File: src/rtl/pipe_defs.sv
// Shared pipeline definitions: opcode/ALU/branch encodings, the decode control
// bundle carried into EXE, and the MUL sequencer state type.
package pipe_defs;

    localparam int OP_W_DEFAULT  = 6;
    localparam int EXE_W_DEFAULT = 4;

    localparam logic [5:0] OP_NOP  = 6'd0;
    localparam logic [5:0] OP_ADD  = 6'd1;
    localparam logic [5:0] OP_SUB  = 6'd3;
    localparam logic [5:0] OP_AND  = 6'd5;
    localparam logic [5:0] OP_OR   = 6'd6;
    localparam logic [5:0] OP_NOR  = 6'd7;
    localparam logic [5:0] OP_XOR  = 6'd8;
    localparam logic [5:0] OP_SLA  = 6'd9;
    localparam logic [5:0] OP_SLL  = 6'd10;
    localparam logic [5:0] OP_SRA  = 6'd11;
    localparam logic [5:0] OP_SRL  = 6'd12;
    localparam logic [5:0] OP_MUL  = 6'd13;
    localparam logic [5:0] OP_ADDI = 6'd32;
    localparam logic [5:0] OP_SUBI = 6'd33;
    localparam logic [5:0] OP_LD   = 6'd36;
    localparam logic [5:0] OP_ST   = 6'd37;
    localparam logic [5:0] OP_BEZ  = 6'd40;
    localparam logic [5:0] OP_BNE  = 6'd41;
    localparam logic [5:0] OP_JMP  = 6'd42;

    localparam logic [3:0] EXE_ADD = 4'd0;
    localparam logic [3:0] EXE_SUB = 4'd2;
    localparam logic [3:0] EXE_AND = 4'd4;
    localparam logic [3:0] EXE_OR  = 4'd5;
    localparam logic [3:0] EXE_NOR = 4'd6;
    localparam logic [3:0] EXE_XOR = 4'd7;
    localparam logic [3:0] EXE_SLA = 4'd8;
    localparam logic [3:0] EXE_SLL = 4'd8;
    localparam logic [3:0] EXE_SRA = 4'd9;
    localparam logic [3:0] EXE_SRL = 4'd10;
    localparam logic [3:0] EXE_MUL = 4'd12;
    localparam logic [3:0] EXE_NOP = 4'd15;

    localparam logic [1:0] COND_BEZ  = 2'd0;
    localparam logic [1:0] COND_BNE  = 2'd1;
    localparam logic [1:0] COND_JUMP = 2'd2;

    typedef struct packed {
        logic [EXE_W_DEFAULT-1:0] exe_cmd;
        logic [1:0]               branch_cmd;
        logic                     branch_en;
        logic                     is_imm;
        logic                     st_or_bne;
        logic                     wb_en;
        logic                     mem_r_en;
        logic                     mem_w_en;
    } ctrl_bundle_t;

    typedef enum logic {
        MUL_IDLE,
        MUL_BUSY
    } mul_state_t;

endpackage

File: src/rtl/id_ctrl_decode.sv
// Combinational opcode decoder producing the EXE/MEM/WB control bundle and an
// illegal flag; extended ops become illegal when EXT_EN is 0.
module id_ctrl_decode
    import pipe_defs::*;
#(
    parameter int OP_W   = OP_W_DEFAULT,
    parameter bit EXT_EN = 1'b1
) (
    input  logic [OP_W-1:0] i_op_code,
    output ctrl_bundle_t    o_bundle,
    output logic            o_illegal
);

    logic w_ext;

    always_comb begin
        o_bundle  = '0;
        o_illegal = 1'b0;
        w_ext     = 1'b0;
        case (i_op_code)
            OP_W'(OP_NOP):  ;
            OP_W'(OP_ADD):  begin o_bundle.exe_cmd = EXE_ADD; o_bundle.wb_en = 1'b1; end
            OP_W'(OP_SUB):  begin o_bundle.exe_cmd = EXE_SUB; o_bundle.wb_en = 1'b1; end
            OP_W'(OP_AND):  begin o_bundle.exe_cmd = EXE_AND; o_bundle.wb_en = 1'b1; end
            OP_W'(OP_OR):   begin o_bundle.exe_cmd = EXE_OR;  o_bundle.wb_en = 1'b1; w_ext = 1'b1; end
            OP_W'(OP_NOR):  begin o_bundle.exe_cmd = EXE_NOR; o_bundle.wb_en = 1'b1; w_ext = 1'b1; end
            OP_W'(OP_XOR):  begin o_bundle.exe_cmd = EXE_XOR; o_bundle.wb_en = 1'b1; w_ext = 1'b1; end
            OP_W'(OP_SLA):  begin o_bundle.exe_cmd = EXE_SLA; o_bundle.wb_en = 1'b1; w_ext = 1'b1; end
            OP_W'(OP_SLL):  begin o_bundle.exe_cmd = EXE_SLL; o_bundle.wb_en = 1'b1; end
            OP_W'(OP_SRA):  begin o_bundle.exe_cmd = EXE_SRA; o_bundle.wb_en = 1'b1; w_ext = 1'b1; end
            OP_W'(OP_SRL):  begin o_bundle.exe_cmd = EXE_SRL; o_bundle.wb_en = 1'b1; w_ext = 1'b1; end
            OP_W'(OP_MUL):  begin o_bundle.exe_cmd = EXE_MUL; o_bundle.wb_en = 1'b1; end
            OP_W'(OP_ADDI): begin
                o_bundle.exe_cmd = EXE_ADD; o_bundle.wb_en = 1'b1; o_bundle.is_imm = 1'b1;
            end
            OP_W'(OP_SUBI): begin
                o_bundle.exe_cmd = EXE_SUB; o_bundle.wb_en = 1'b1; o_bundle.is_imm = 1'b1;
                w_ext = 1'b1;
            end
            OP_W'(OP_LD): begin
                o_bundle.exe_cmd   = EXE_ADD;
                o_bundle.wb_en     = 1'b1;
                o_bundle.is_imm    = 1'b1;
                o_bundle.st_or_bne = 1'b1;
                o_bundle.mem_r_en  = 1'b1;
            end
            OP_W'(OP_ST): begin
                o_bundle.exe_cmd   = EXE_ADD;
                o_bundle.is_imm    = 1'b1;
                o_bundle.st_or_bne = 1'b1;
                o_bundle.mem_w_en  = 1'b1;
            end
            OP_W'(OP_BNE): begin
                o_bundle.exe_cmd    = EXE_NOP;
                o_bundle.is_imm     = 1'b1;
                o_bundle.st_or_bne  = 1'b1;
                o_bundle.branch_en  = 1'b1;
                o_bundle.branch_cmd = COND_BNE;
            end
            OP_W'(OP_BEZ): begin
                o_bundle.exe_cmd    = EXE_NOP;
                o_bundle.is_imm     = 1'b1;
                o_bundle.branch_en  = 1'b1;
                o_bundle.branch_cmd = COND_BEZ;
                w_ext               = 1'b1;
            end
            OP_W'(OP_JMP): begin
                o_bundle.exe_cmd    = EXE_NOP;
                o_bundle.is_imm     = 1'b1;
                o_bundle.branch_en  = 1'b1;
                o_bundle.branch_cmd = COND_JUMP;
                w_ext               = 1'b1;
            end
            default: o_illegal = 1'b1;
        endcase
        if (w_ext && !EXT_EN) begin
            o_bundle  = '0;
            o_illegal = 1'b1;
        end
    end

endmodule

File: src/rtl/id_ctrl_stage.sv
// Decode-stage controller: registers the decoded bundle into ID/EXE, inserts
// bubbles on flush/hazard/illegal, and holds EXE while a multi-cycle MUL runs.
module id_ctrl_stage
    import pipe_defs::*;
#(
    parameter int OP_W       = OP_W_DEFAULT,
    parameter int EXE_W      = EXE_W_DEFAULT,
    parameter int MUL_CYCLES = 4,
    parameter bit EXT_EN     = 1'b1
) (
    input  logic             i_clk,
    input  logic             i_rst_n,
    input  logic [OP_W-1:0]  i_op_code,
    input  logic             i_instr_valid,
    input  logic             i_hazard_detected,
    input  logic             i_flush,
    output logic             o_ex_valid,
    output logic [EXE_W-1:0] o_ex_exe_cmd,
    output logic [1:0]       o_ex_branch_cmd,
    output logic             o_ex_branch_en,
    output logic             o_ex_is_imm,
    output logic             o_ex_st_or_bne,
    output logic             o_ex_wb_en,
    output logic             o_ex_mem_r_en,
    output logic             o_ex_mem_w_en,
    output logic             o_stall_req,
    output logic             o_illegal_op
);

    localparam logic [3:0] CNT_LOAD = 4'(MUL_CYCLES - 1);

    ctrl_bundle_t w_dec_bundle;
    logic         w_dec_illegal;
    logic         w_is_mul;

    mul_state_t   r_state, w_state_nxt;
    logic [3:0]   r_cnt, w_cnt_nxt;
    logic         r_valid, w_valid_nxt;
    ctrl_bundle_t r_bundle, w_bundle_nxt;
    logic         r_illegal, w_illegal_nxt;

    id_ctrl_decode #(
        .OP_W   (OP_W),
        .EXT_EN (EXT_EN)
    ) u_decode (
        .i_op_code (i_op_code),
        .o_bundle  (w_dec_bundle),
        .o_illegal (w_dec_illegal)
    );

    assign w_is_mul = (i_op_code == OP_W'(OP_MUL));

    // Priority: flush, MUL hold, hazard, empty slot, illegal, then normal load.
    always_comb begin
        w_state_nxt   = r_state;
        w_cnt_nxt     = r_cnt;
        w_valid_nxt   = 1'b0;
        w_bundle_nxt  = '0;
        w_illegal_nxt = 1'b0;
        if (i_flush) begin
            w_state_nxt = MUL_IDLE;
            w_cnt_nxt   = 4'd0;
        end else if (r_state == MUL_BUSY) begin
            w_valid_nxt  = r_valid;
            w_bundle_nxt = r_bundle;
            if (r_cnt == 4'd1) begin
                w_state_nxt = MUL_IDLE;
                w_cnt_nxt   = 4'd0;
            end else begin
                w_cnt_nxt = r_cnt - 4'd1;
            end
        end else if (i_hazard_detected || !i_instr_valid) begin
            w_valid_nxt = 1'b0;
        end else if (w_dec_illegal) begin
            w_illegal_nxt = 1'b1;
        end else begin
            w_valid_nxt  = 1'b1;
            w_bundle_nxt = w_dec_bundle;
            if (w_is_mul && (MUL_CYCLES > 1)) begin
                w_state_nxt = MUL_BUSY;
                w_cnt_nxt   = CNT_LOAD;
            end
        end
    end

    always_ff @(posedge i_clk or negedge i_rst_n) begin
        if (!i_rst_n) begin
            r_state   <= MUL_IDLE;
            r_cnt     <= 4'd0;
            r_valid   <= 1'b0;
            r_bundle  <= '0;
            r_illegal <= 1'b0;
        end else begin
            r_state   <= w_state_nxt;
            r_cnt     <= w_cnt_nxt;
            r_valid   <= w_valid_nxt;
            r_bundle  <= w_bundle_nxt;
            r_illegal <= w_illegal_nxt;
        end
    end

    assign o_ex_valid      = r_valid;
    assign o_ex_exe_cmd    = EXE_W'(r_bundle.exe_cmd);
    assign o_ex_branch_cmd = r_bundle.branch_cmd;
    assign o_ex_branch_en  = r_bundle.branch_en;
    assign o_ex_is_imm     = r_bundle.is_imm;
    assign o_ex_st_or_bne  = r_bundle.st_or_bne;
    assign o_ex_wb_en      = r_bundle.wb_en;
    assign o_ex_mem_r_en   = r_bundle.mem_r_en;
    assign o_ex_mem_w_en   = r_bundle.mem_w_en;
    assign o_stall_req     = (r_state == MUL_BUSY);
    assign o_illegal_op    = r_illegal;

endmodule

File: config.mk
export PLATFORM = sky130hd
export DESIGN_NAME = id_ctrl_stage
export DESIGN_NICKNAME = d
export VERILOG_FILES = /design/src/rtl/pipe_defs.sv /design/src/rtl/id_ctrl_decode.sv /design/src/rtl/id_ctrl_stage.sv
export SDC_FILE = /design/constraint.sdc
export NUM_CORES = 1
export LEC_CHECK = 0
export BUFFER_PORTS_ARGS = -buffer_cell sky130_fd_sc_hd__buf_2
export CORE_MARGIN = 8
export CORE_UTILIZATION = 40
export DETAILED_ROUTE_END_ITERATION = 10
export HOLD_SLACK_MARGIN = 0.05
export PLACE_DENSITY = 0.65
export SETUP_SLACK_MARGIN = 0.02
export SLEW_MARGIN = 20
export SYNTH_ARGS = -nofsm -noshare
export SYNTH_HDL_FRONTEND = slang
export SYNTH_SLANG_ARGS = --single-unit
File: constraint.sdc
create_clock -name i_clk -period 1.8 [get_ports i_clk]
set_input_delay 0.36 -clock i_clk [delete_from_list [all_inputs] [get_ports i_clk]]
set_output_delay 0.36 -clock i_clk [all_outputs]
set_load 0.05 [all_outputs]
# Word-level counts from Yosys, hierarchy flattened
# Index checks and enable logic that the tools add are counted.
# W data, S select, Z words.
# word_totals
regBits	19
output_inout_bits	15
wordCells	78
# op_classes
add_sub_neg	1
eq_ne	21
mux	31
reduce_logical	13
# op_table
cell	count
$mux W12	4
$eq A6 B6 Y1 const B	7
$pmux W4 S10	1
$eq A6 B4 Y1 const B	6
$mux W4	6
$mux W1	19
$reduce_or A19 Y1	1
$eq A6 B3 Y1 const B	3
$reduce_or A14 Y1	1
$pmux W3 S3	1
$reduce_or A7 Y1	1
$eq A6 B1 Y1 const B	1
$eq A6 B2 Y1 const B	1
$logic_not A6 Y1	1
$reduce_bool A3 Y1	2
$reduce_or A3 Y1	2
$eq A4 B1 Y1 const B	1
$reduce_or A2 Y1	2
$sub A4 B1 Y4 const B	1
$ne A3 B3 Y1 const B	1
$reduce_and A3 Y1	1
$ne A2 B2 Y1 const B	1
$logic_not A1 Y1	1
$logic_or A1 B1 Y1	1

# Longest topological paths before layout
# depth
ltp_word	7
depth_mapped	6
depth_no_buf	6

# Hierarchy
# From an unflattened synthesis, not the netlist that was laid out.
# hier_totals
cells_unflattened	118
hier_area_um2	1169.9
# by_module_without_submodules
module	instances	cells_each	area_per_inst_um2	seq_area_each_um2
id_ctrl_stage	1	66	832.0	475.5
id_ctrl_decode	1	52	337.8	0.0

# Worst setup path after synthesis
# No wires, ideal clock.
# synth_path
path_type	input-to-reg
startpoint	input i_op_code[1]
endpoint	register r_bundle (netlist bit o_ex_branch_cmd[0])
arrival_time_ns	1.636
slack_ns	0.096
path_stages	6
path_buffers	2
path_cell_list	buf_6 > maj3_2 > a221o_1 > nor3_2 > buf_6 > a32o_1
# synth_via
elab_chain_len	6
elab_cells_between_ends	25
cone_classes	18 x eq/ne; 5 x mux; 2 x reduce/logical
# synth_rtl
item	line	text
start, declared	id_ctrl_stage.sv:13	input logic [OP_W-1:0] i_op_code,
$eq A6 B4 Y1 (tied with other cells)	id_ctrl_decode.sv:20	case (i_op_code)
$reduce_or A19 Y1 (no line) or $pmux W3 S3 (tied branches)	n/a	
$mux W12 *	id_ctrl_stage.sv:74	end else if (w_dec_illegal) begin
$mux W12 *	id_ctrl_stage.sv:72	end else if (i_hazard_detected || !i_instr_valid) begin
$mux W12 *	id_ctrl_stage.sv:63	end else if (r_state == MUL_BUSY) begin
$mux W12 *	id_ctrl_stage.sv:60	if (i_flush) begin
end signal, assigned	id_ctrl_stage.sv:97	r_bundle <= w_bundle_nxt;
end, declared	id_ctrl_stage.sv:39	ctrl_bundle_t r_bundle, w_bundle_nxt;
# Mark *: on every way between the ends. The rest lies on a longest branch, timed or not. The select of a mux whose other input is x is not followed.
# A chain may end at the register's enable or synchronous reset.

# Worst setup path in the final report
# layout_path
startpoint	register r_cnt[1]
endpoint	register r_cnt[3]
# layout_via
elab_chain_len	4
elab_cells_between_ends	5
cone_classes	1 x add/sub; 1 x eq/ne; 3 x mux
# layout_rtl
item	line	text
start, declared	id_ctrl_stage.sv:37	logic [3:0] r_cnt, w_cnt_nxt;
start signal, assigned	id_ctrl_stage.sv:95	r_cnt <= w_cnt_nxt;
$sub A4 B1 Y4 or $eq A4 B1 Y1 (tied branches)	id_ctrl_stage.sv:70, id_ctrl_stage.sv:66	
$mux W4 *	id_ctrl_stage.sv:66	if (r_cnt == 4'd1) begin
$mux W4 *	id_ctrl_stage.sv:63	
$mux W4 *	id_ctrl_stage.sv:60	
# Mark *: on every way between the ends. The rest lies on a longest branch, timed or not.

==> impl_metrics.json <==
{
  "status": "finished clean",
  "critPathMaxFanout": 5,
  "vdd_drop_max_v": 0.000356,
  "io-pin-count": 26,
  "ys_seq_area_share_pct": 41.8,
  "dieHeight_um": 69.3,
  "overflow": 0,
  "clock-sinks": 19,
  "fmax_ghz": 0.619,
  "ys_top_cells_by_area": "dfrtp_1 42%, a32o_1 6.2%, a22o_1 4.6%",
  "netSwitchingFraction_pct": 27.3,
  "combPwrFrac_pct": 17.7,
  "crit_chain": "inv_1, ha_1, nor3b_1, nor2b_1, a22o_1, a22o_1",
  "hold_viol": 0,
  "hold_path_class": "in2reg",
  "drcViolationCount": 0,
  "min_path_cells": 2,
  "critPathSlowestCell": "dfrtp_1",
  "drive_above_1_share_pct": 29.8,
  "post_cts_buffers": 0,
  "drt_wl_total_um": 2770,
  "reg2regPathDepth": 6,
  "dieArea_um2": 4810,
  "maxSlewViolCount": 0,
  "place_congestion": 0.798,
  "cts.reportedPaths.clkPinSlew_ps": 110,
  "synthTopCellsByCount": "19 x dfrtp_1, 10 x nor2_1, 7 x a32o_1, 7 x clkbuf_1, 7 x inv_1",
  "num_rows": 19,
  "root_buffer": "clkbuf_4",
  "synth_nets": 132,
  "power_density_nw_per_um2": 564,
  "antenna_cells": 0,
  "tns_ps": 0,
  "regArea_um2": 475,
  "maxCapViolCount": 0,
  "synthCells": 119,
  "die_w_um": 69.3,
  "hold_end": "r_cnt[0]",
  "grt_pass1_vias": 1102,
  "avgSynthCellArea_um2": 9.56,
  "grt_pass1_wl_um": 4890,
  "p_int_w": 0.000568,
  "cts_tree": "built",
  "synthFlopType": "dfrtp_1",
  "stdcell_area_um2": 1390,
  "start_kind": "flip-flop",
  "r2r_start": "r_cnt[1]",
  "fin_crit_sh_pct": 89.7,
  "portBuffers": 25,
  "placed_area_um2": 1350,
  "cts_buffers": 3,
  "syn2layout_area_growth_pct": 21.8,
  "fin_nets": 165,
  "yosys.area.top_type": "dfrtp_1",
  "syn_area_um2": 1140,
  "slew_headroom_pct": 71.9,
  "rsz0062_at_grt": "no",
  "critPathMaxStageDelay_ps": 410,
  "first_pass_iters": 4,
  "initialDrtViolationCount": 52,
  "fin_crit_ps": 1620,
  "async_flop_share_pct": 100,
  "worst_pin_slew_ps": 422,
  "initial_core_util_pct": 41.6,
  "vias": 1048,
  "worst_ep_arrival_time_ps": 1810,
  "wl_per_cell_um": 15.2,
  "yosysWarnings": 0,
  "vias_per_cell": 5.76,
  "p_seq_share_pct": 55.1,
  "antenna_found_initial": 0,
  "ys_ff_latch": 19,
  "detail-route-antenna-nets": 0,
  "min_from": "i_flush",
  "crit_path_end_kind": "flip-flop",
  "nFillCells": 256,
  "insertion_delay_ps": 290,
  "clkPwrFrac_pct": 27.2,
  "worstSetupPathType": "reg2reg",
  "power_leakage_nw": 0.700,
  "ff2ff_setup_slack_ps": 180,
  "synth_most_common_cell": "dfrtp_1",
  "synth_edf_count": 0,
  "critPathMostFrequentCell": "a22o_1",
  "worstReg2RegEnd": "r_cnt[3]",
  "clock_path_buffers": 2,
  "multi_input_area_um2": 587,
  "dp_hpwl_um": 2170,
  "htree_levels": 1,
  "fin_skew_ps": 3.11,
  "core_um2": 2730,
  "track_usage_pct": 11.7,
  "yosys.cell_types.count": 40,
  "setup-violations-final": 0,
  "power_switching_w": 0.000213,
  "grt_max_degree": 20,
  "worstPathRequired_ps": 1990,
  "synth_top_area_share_pct": 41.8
}
[power by group through the flow]
| stage | clock network, W | registers, W | logic [W] |
|---|---|---|---|
| 6_report | 0.000213 | 0.000430 | 0.000138 |
| 2_1_floorplan | 0 | 0.000446 | 0.0000749 |
| 3_5_place_dp | 0 | 0.000438 | 0.000137 |
| 4_1_cts | 0.000224 | 0.000430 | 0.000139 |
| 3_3_place_gp | 0 | 0.000438 | 0.000133 |
| 5_1_grt | 0.000248 | 0.000431 | 0.000153 |
[how the worst max path moves through the flow]
stage	start	endpoint	slack (ps)	depth (start not counted)
2_1_floorplan	i_op_code[1]	o_ex_branch_cmd[0]	100	6
3_3_place_gp	i_op_code[5]	o_stall_req	30	6
3_5_place_dp	i_op_code[5]	o_stall_req	4	6
4_1_cts	r_cnt[1]	r_cnt[3]	180	6
5_1_grt	r_cnt[1]	r_cnt[3]	70	6
6_report	r_cnt[1]	r_cnt[3]	180	6
[metal layers]
layer | global-route usage, % | up-vias | part of all wire [%]
met5 | 0 | - | 0
met4 | 4.33 | 0 | 1.1
met3 | 3.43 | 4 | 5.0
met2 | 20.7 | 23 | 51
met1 | 12.8 | 509 | 43
li1 | - | 512 | -
[logic make-up after synthesis]
group	synth area share (%)
AND/OR/NAND/NOR	19.4
AO/OA/AOI/OAI	26.3
flip-flops	41.8
buffers and inverters	6.60
adder cells (fa/ha/maj)	4.07
multiplexers	1.87
[layout make-up]
cell class | instances | share of cell area, %
Inverter | 7 | 1.90
Multi-Input combinational cell | 84 | 42.4
Tap cell | 31 | 2.80
Clock buffer | 3 | 1.63
Timing Repair Buffer | 37 | 16.6
Sequential cell | 19 | 34.3
Clock inverter | 1 | 0.361
[critical path: cells and delay by family, from the launching register on]
| family | cells | cell delay (ps) |
|---|---|---|
| compound gates | 2 | 440 |
| fa+ha+maj | 1 | 130 |
| buf+inv | 1 | 80 |
| flops | 1 | 410 |
| simple gates | 2 | 460 |
[placed cells by master (no fill, tap or decap), drive strengths merged, types with 2 or more instances in the layout]
master | Yosys | routed
nand2 | 5 | 5
maj3 | 2 | 2
a21o | 2 | 2
o21ai | 5 | 5
ha | 2 | 2
a21oi | 6 | 6
clkbuf | 7 | 3
nand2b | 4 | 4
a32o | 7 | 7
a211oi | 3 | 3
nor2b | 3 | 3
nand4 | 3 | 3
o32ai | 2 | 2
inv | 7 | 7
dfrtp | 19 | 19
buf | 2 | 36
a22o | 6 | 6
nor3b | 2 | 2
nor3 | 4 | 4
nor2 | 10 | 10
and2 | 2 | 2
[what timing repair did]
action	in CTS	in global routing
hold buffers	1	0
resized for setup	0	0
endpoints found under the hold margin	19	0
endpoints found under the setup margin	0	0
[stage by stage]
stage                     utilization, %  cells  power, W  hold slack [ps]  setup slack [ps]
after global routing                50.7    182  0.000832              247              66.2
after floorplan                        -    119  0.000521             64.4              96.1
after detailed placement            49.3    177  0.000575              331              4.30
final                               50.7    182  0.000781              263               185
after CTS                           50.7    182  0.000793              253               180
after global placement              49.3    177  0.000572              322              32.2
No activity file was read; power rests on OpenSTA's default activity.
